[src/rtl/svm_mac_sequencer_if.sv]
// Picker-side bus of the shared SVM evaluator: request, feature/weight/bias
// operands, stop handshake and the evaluation results.
interface svm_mac_sequencer_if #(
    parameter int N_FEATURES    = 11,
    parameter int FEATURE_WIDTH = 4,
    parameter int WEIGHT_WIDTH  = 8,
    parameter int BIAS_WIDTH    = 16,
    parameter int ACC_WIDTH     = 20
);
    logic                                  start;
    logic [FEATURE_WIDTH*N_FEATURES-1:0]   features;
    logic [WEIGHT_WIDTH*N_FEATURES-1:0]    weight;
    logic signed [BIAS_WIDTH-1:0]          bia;
    logic                                  stop;

    logic                                  busy;
    logic                                  svmready;
    logic                                  w_class;
    logic signed [ACC_WIDTH-1:0]           score;
    logic                                  done;
    logic                                  err;

    modport master (
        output start, features, weight, bia, stop,
        input  busy, svmready, w_class, score, done, err
    );

    modport slave (
        input  start, features, weight, bia, stop,
        output busy, svmready, w_class, score, done, err
    );
endinterface

[src/rtl/svm_mac_sequencer.sv]
// Serial one-vs-one SVM evaluator: bias + sum(weight_i * feature_i) with one
// MAC per cycle, repeated per class pair until the picker stops or budget runs out.
module svm_mac_sequencer #(
    parameter int N_FEATURES    = 11,
    parameter int FEATURE_WIDTH = 4,
    parameter int WEIGHT_WIDTH  = 8,
    parameter int BIAS_WIDTH    = 16,
    parameter int ACC_WIDTH     = 20,
    parameter int MAX_EVALS     = 5
) (
    input  logic                 clk,
    input  logic                 rst,
    svm_mac_sequencer_if.slave   bus
);
    localparam int PROD_WIDTH = WEIGHT_WIDTH + FEATURE_WIDTH + 1;
    localparam int IDX_WIDTH  = (N_FEATURES > 1) ? $clog2(N_FEATURES) : 1;
    localparam int CNT_WIDTH  = $clog2(MAX_EVALS + 1);

    localparam logic [IDX_WIDTH-1:0] LAST_IDX   = IDX_WIDTH'(N_FEATURES - 1);
    localparam logic [CNT_WIDTH-1:0] EVAL_LIMIT = CNT_WIDTH'(MAX_EVALS);

    typedef enum logic [1:0] {IDLE, ACCUM, EVAL, GAP} state_e;

    state_e                               state_q;
    logic [IDX_WIDTH-1:0]                 idx_q;
    logic [CNT_WIDTH-1:0]                 eval_cnt_q;
    logic signed [ACC_WIDTH-1:0]          acc_q;
    logic signed [ACC_WIDTH-1:0]          score_q;
    logic                                 w_class_q;
    logic                                 err_q;
    logic [FEATURE_WIDTH*N_FEATURES-1:0]  feat_q;

    logic signed [WEIGHT_WIDTH-1:0]       weight_arr [N_FEATURES];
    logic [FEATURE_WIDTH-1:0]             feat_arr   [N_FEATURES];
    logic signed [PROD_WIDTH-1:0]         prod;
    logic signed [ACC_WIDTH-1:0]          acc_d;
    logic signed [ACC_WIDTH-1:0]          bias_ext;

    for (genvar i = 0; i < N_FEATURES; i++) begin : g_unpack
        assign weight_arr[i] = bus.weight[i*WEIGHT_WIDTH +: WEIGHT_WIDTH];
        assign feat_arr[i]   = feat_q[i*FEATURE_WIDTH +: FEATURE_WIDTH];
    end

    // Feature is zero-extended by one bit so the product stays a signed multiply.
    always_comb begin
        prod     = PROD_WIDTH'(weight_arr[idx_q])
                 * PROD_WIDTH'($signed({1'b0, feat_arr[idx_q]}));
        acc_d    = acc_q + ACC_WIDTH'(prod);
        bias_ext = ACC_WIDTH'(bus.bia);
    end

    // NOTE: state is assigned with <= so every register samples pre-edge values;
    // the latched feature vector is reset too, so nothing survives a mid-run reset.
    always_ff @(posedge clk or posedge rst) begin
        if (rst) begin
            state_q    <= IDLE;
            idx_q      <= '0;
            eval_cnt_q <= '0;
            acc_q      <= '0;
            score_q    <= '0;
            w_class_q  <= 1'b0;
            err_q      <= 1'b0;
            feat_q     <= '0;
        end else begin
            unique case (state_q)
                IDLE: begin
                    if (bus.start) begin
                        feat_q     <= bus.features;
                        acc_q      <= bias_ext;
                        idx_q      <= '0;
                        eval_cnt_q <= '0;
                        err_q      <= 1'b0;
                        state_q    <= ACCUM;
                    end
                end
                ACCUM: begin
                    acc_q <= acc_d;
                    if (idx_q == LAST_IDX) begin
                        score_q   <= acc_d;
                        w_class_q <= ~acc_d[ACC_WIDTH-1];
                        state_q   <= EVAL;
                    end else begin
                        idx_q <= idx_q + IDX_WIDTH'(1);
                    end
                end
                EVAL: begin
                    eval_cnt_q <= eval_cnt_q + CNT_WIDTH'(1);
                    state_q    <= GAP;
                end
                GAP: begin
                    if (bus.stop) begin
                        state_q <= IDLE;
                    end else if (eval_cnt_q == EVAL_LIMIT) begin
                        err_q   <= 1'b1;
                        state_q <= IDLE;
                    end else begin
                        acc_q   <= bias_ext;
                        idx_q   <= '0;
                        state_q <= ACCUM;
                    end
                end
                default: state_q <= IDLE;
            endcase
        end
    end

    // done must fall in the GAP cycle itself, so it qualifies the registered state with stop.
    assign bus.busy     = (state_q != IDLE);
    assign bus.svmready = (state_q == EVAL);
    assign bus.done     = (state_q == GAP) && bus.stop;
    assign bus.w_class  = w_class_q;
    assign bus.score    = score_q;
    assign bus.err      = err_q;
endmodule
[src/flat_wrapper.sv]
// flat-port wrapper written by rule: the top's interface ports become plain ports
module svm_mac_sequencer_flat 
#(
    parameter int N_FEATURES    = 11,
    parameter int FEATURE_WIDTH = 4,
    parameter int WEIGHT_WIDTH  = 8,
    parameter int BIAS_WIDTH    = 16,
    parameter int ACC_WIDTH     = 20,
    parameter int MAX_EVALS     = 5
)
  (clk, rst, bus_start, bus_features, bus_weight, bus_bia, bus_stop, bus_busy, bus_svmready, bus_w_class, bus_score, bus_done, bus_err);
  svm_mac_sequencer_if #(.N_FEATURES(N_FEATURES), .FEATURE_WIDTH(FEATURE_WIDTH), .WEIGHT_WIDTH(WEIGHT_WIDTH), .BIAS_WIDTH(BIAS_WIDTH), .ACC_WIDTH(ACC_WIDTH)) bus_i ();
  input  logic clk;
  input  logic rst;
  input wire logic [$bits(bus_i.start)-1:0] bus_start;
  input wire logic [$bits(bus_i.features)-1:0] bus_features;
  input wire logic [$bits(bus_i.weight)-1:0] bus_weight;
  input wire logic [$bits(bus_i.bia)-1:0] bus_bia;
  input wire logic [$bits(bus_i.stop)-1:0] bus_stop;
  output wire logic [$bits(bus_i.busy)-1:0] bus_busy;
  output wire logic [$bits(bus_i.svmready)-1:0] bus_svmready;
  output wire logic [$bits(bus_i.w_class)-1:0] bus_w_class;
  output wire logic [$bits(bus_i.score)-1:0] bus_score;
  output wire logic [$bits(bus_i.done)-1:0] bus_done;
  output wire logic [$bits(bus_i.err)-1:0] bus_err;
  assign bus_i.start = bus_start;
  assign bus_i.features = bus_features;
  assign bus_i.weight = bus_weight;
  assign bus_i.bia = bus_bia;
  assign bus_i.stop = bus_stop;
  assign bus_busy = bus_i.busy;
  assign bus_svmready = bus_i.svmready;
  assign bus_w_class = bus_i.w_class;
  assign bus_score = bus_i.score;
  assign bus_done = bus_i.done;
  assign bus_err = bus_i.err;
  svm_mac_sequencer #(.N_FEATURES(N_FEATURES), .FEATURE_WIDTH(FEATURE_WIDTH), .WEIGHT_WIDTH(WEIGHT_WIDTH), .BIAS_WIDTH(BIAS_WIDTH), .ACC_WIDTH(ACC_WIDTH), .MAX_EVALS(MAX_EVALS)) u_core (.clk(clk), .rst(rst), .bus(bus_i));
endmodule
[config.mk]
export PLATFORM = sky130hd
export DESIGN_NAME = svm_mac_sequencer_flat
export DESIGN_NICKNAME = d
export VERILOG_FILES = /design/src/rtl/svm_mac_sequencer_if.sv /design/src/rtl/svm_mac_sequencer.sv /design/src/flat_wrapper.sv
export SDC_FILE = /design/constraint.sdc
export NUM_CORES = 1
export LEC_CHECK = 0
export CAP_MARGIN = 20
export CORE_MARGIN = 5
export CORE_UTILIZATION = 55
export DETAILED_ROUTE_END_ITERATION = 16
export PLACE_DENSITY = 0.87
export SYNTH_ARGS = -nofsm -noshare
export SYNTH_HDL_FRONTEND = slang
export SYNTH_SLANG_ARGS = --single-unit
export TNS_END_PERCENT = 20
[constraint.sdc]
create_clock -name clk -period 16.3 [get_ports clk]
set_input_delay 2.445 -clock clk [delete_from_list [all_inputs] [get_ports clk]]
set_output_delay 2.445 -clock clk [all_outputs]
set_load 0.02 [all_outputs]
==> key figures <==
Yosys
  • Synth Instances: 735
  • Count leader, synth: dfrtp_1
  • Post-synth cell types: 66
  • Mapped Area: 0.00758 sq mm
  • Cell taking the most area after synthesis: dfrtp_1
  • Syn nets: 977
  • Synth area leaders: dfrtp_1, fa_1, mux2_2, ha_1, mux4_2
  • Top post-synthesis cells by count: dfrtp_1, inv_1, nor2_1
  • #FFs+latches synth: 95
  • Post-synth EDFFs: 0
  • Share of the yosys chip area belonging to registers: 31.4%
  • Ys Warns: 0
  • Top FF cell, synth: dfrtp_1
  • Asr flop ratio synth: 100%
  • Synth top area share: 31.4%
  • Syn avg cell area: 10.3 sq um

Route
  • Via count: 6,082
  • WL/cell: 18.4 microns
  • Drt initial violations: 487
  • Post-DR vias/cell: 5.67
  • Routed Antenna Nets: 0
  • First-pass detailed-route iteration total: 5
  • # DRC: 0
  • Final WL: 19,700 microns

Timing
  • Slew Limit Fails: 0
  • Final hold violations: 0
  • Final Cycle Share: 47.0%
  • # setup viols final: 0
  • Clock skew: 0.0123 ns
  • Max-slew headroom: 30.2%
  • RSZ-0062 raised after global routing: no
  • Worst Max-Slew Pin Slew: 1.05 ns
  • Min Tclk post-route: 7.65 ns
  • Fmax achieved: 131 MHz
  • Setup TNS: 0 ns

Floorplan
  • Row count: 42
  • Die Span X: 127 microns
  • Starting density of the core: 56.5%
  • Die area: 0.0162 sq mm
  • Num ports: 177
  • Chip Height: 127 microns
  • Core ar.: 0.0134 sq mm

Worst setup path
  • Crit-path max FO: 7
  • Endpoint class of the critical path: flip-flop
  • R2R Path Start: u_core.idx_q[2]
  • Worst reg-to-reg path cell count: 16
  • Worst Path Arrival: 7.90 ns
  • Reg2Reg Capture Point: u_core.bus.w_class
  • WP data required: 16.54 ns
  • Startpoint Class: input pin
  • Critical path type: input pin to flip-flop
  • R2R Setup Slk: 9.81 ns
  • Worst Setup SP: bus_weight[87]

Clocking
  • Hold_buf cts: 0
  • Clock tree buffer depth: 2
  • Cts bufs inserted: 9
  • CTS clock-pin slew for the worst setup and hold paths: 0.07 ns
  • CTS root buf: clkbuf_16
  • CTS Sinks: 95
  • Post-cts resize count: 0
  • Postcts setup bufs: 0
  • Worst skew pair latency: 0.35 ns
  • CTS tree: yes
  • CTS H-Tree Depth: 3

Global route
  • Gr usage total: 25.4%
  • Global route total overflow: 0
  • First-pass GRT wire length: 32,600 microns
  • Vias in the first global route: 6,531
  • Initial antenna violation count: 0
  • Largest net degree at the start of global routing: 71

Hold path
  • Worst Hold Class: flip-flop to flip-flop
  • WHS Path Cells: 1
  • Hold path endpoint: u_core.bus.w_class
  • Hold Path Origin: u_core.bus.w_class

Cells and area
  • N_diodes: 0
  • Layout cells sized above 1: 14.8%
  • Filler Cell Count: 956
  • Synth-to-Final Area Change: 28.4%
  • Nets: 1,133

Job
  • Max-cap violations: 0

Place
  • Final GP Congestion: 0.876
  • # port buffers: 176
  • HPWL Detailed: 15,200 microns

Outcome
  • Status: finished, final reports clean
-- worst max-delay path by stage --
stage	end	slack, ns	cells after the start
finish	u_core.bus.w_class	8.65	19
floorplan	u_core.bus.w_class	9.52	18
CTS	u_core.bus.w_class	8.65	19
global placement	u_core.bus.w_class	8.50	19
detailed placement	u_core.bus.w_class	8.33	19
global route	u_core.bus.w_class	8.38	19
-- cells by family after synthesis --
kind of cell,share of synthesized area (%)
simple gates,9.78
mux,18.9
fa+ha+maj,19.0
flops,31.4
buf+inv,7.05
compound gates,11.9
xor+xnor,1.96
-- layout make-up --
class | count | area (sq um) | area share, %
multi-input cells | 515 | 4670 | 48.0
flip-flops and latches | 95 | 2380 | 24.5
repair buffers | 181 | 1820 | 18.7
inverters | 89 | 335 | 3.45
clock buffers | 9 | 225 | 2.31
well taps | 176 | 220 | 2.26
clock inverters | 7 | 83.8 | 0.861
-- routing by layer --
metal  up-vias  global-route usage (%)  part of all wire, %
met5         -                       0                    0
met4         0                    8.39                  2.4
met3        37                    4.30                  6.3
met2       213                    43.8                   51
met1      3014                    32.7                   40
li1       2818                       -                    -
-- stage by stage --
step | hold slack [ns] | setup WS (ns) | instances | util (%) | area [sq um]
final | 0.502 | 8.65 | 1072 | 72.6 | 9730
after global routing | 0.523 | 8.38 | 1072 | 72.6 | 9730
after CTS | 0.506 | 8.65 | 1071 | 72.4 | 9700
after detailed placement | 0.472 | 8.33 | 1055 | 70.1 | 9400
after global placement | 0.465 | 8.50 | 1055 | 70.1 | 9400
after floorplan | 0.450 | 9.52 | 735 | - | 7580
-- worst max-delay path, cell delays in order --
cell	delay, ns
clkdlybuf4s50_1	0.48
mux2i_1	0.07
o211ai_1	0.18
o21ai_0	0.20
o21a_1	0.29
nor2_1	0.61
fa_1	0.57
fa_1	0.52
inv_1	0.05
fa_1	0.52
inv_1	0.04
ha_1	0.37
a21oi_1	0.17
o21ai_0	0.19
a311oi_2	0.50
a32oi_1	0.19
xnor2_1	0.24
nor2_1	0.08
a21o_1	0.18
-- state kept, by name (all words and copies together), names as in the netlist --
register,count
u_core.eval_cnt_q,3
u_core.idx_q,4
u_core.acc_q,20
u_core.feat_q,44
u_core.bus.w_class,1
u_core.state_q,2
u_core.bus.score,20
u_core.bus.err,1
-- placed cells by master (no fill, tap or decap), types with 4 or more instances in the layout --
cell type,netlist,layout
xnor2_1,13,13
a21oi_1,32,32
inv_1,88,87
mux2i_1,24,24
o21ai_0,35,35
o21a_1,6,6
o21ai_1,4,4
dfrtp_1,95,93
ha_1,48,48
nand3_1,8,8
xor2_1,4,4
buf_4,2,4
mux4_2,24,24
a31oi_1,4,4
fa_1,42,42
nand2_1,50,49
a211oi_1,15,15
a21o_1,7,7
nor2b_1,4,4
a21oi_2,7,7
nand2b_1,7,7
clkdlybuf4s50_1,0,176
clkbuf_16,0,9
mux2_2,57,57
nor3_1,5,5
nor2_1,74,74
Power is not shown: default switching activity piles up to over one toggle a cycle in this logic, so the estimate is an artifact.
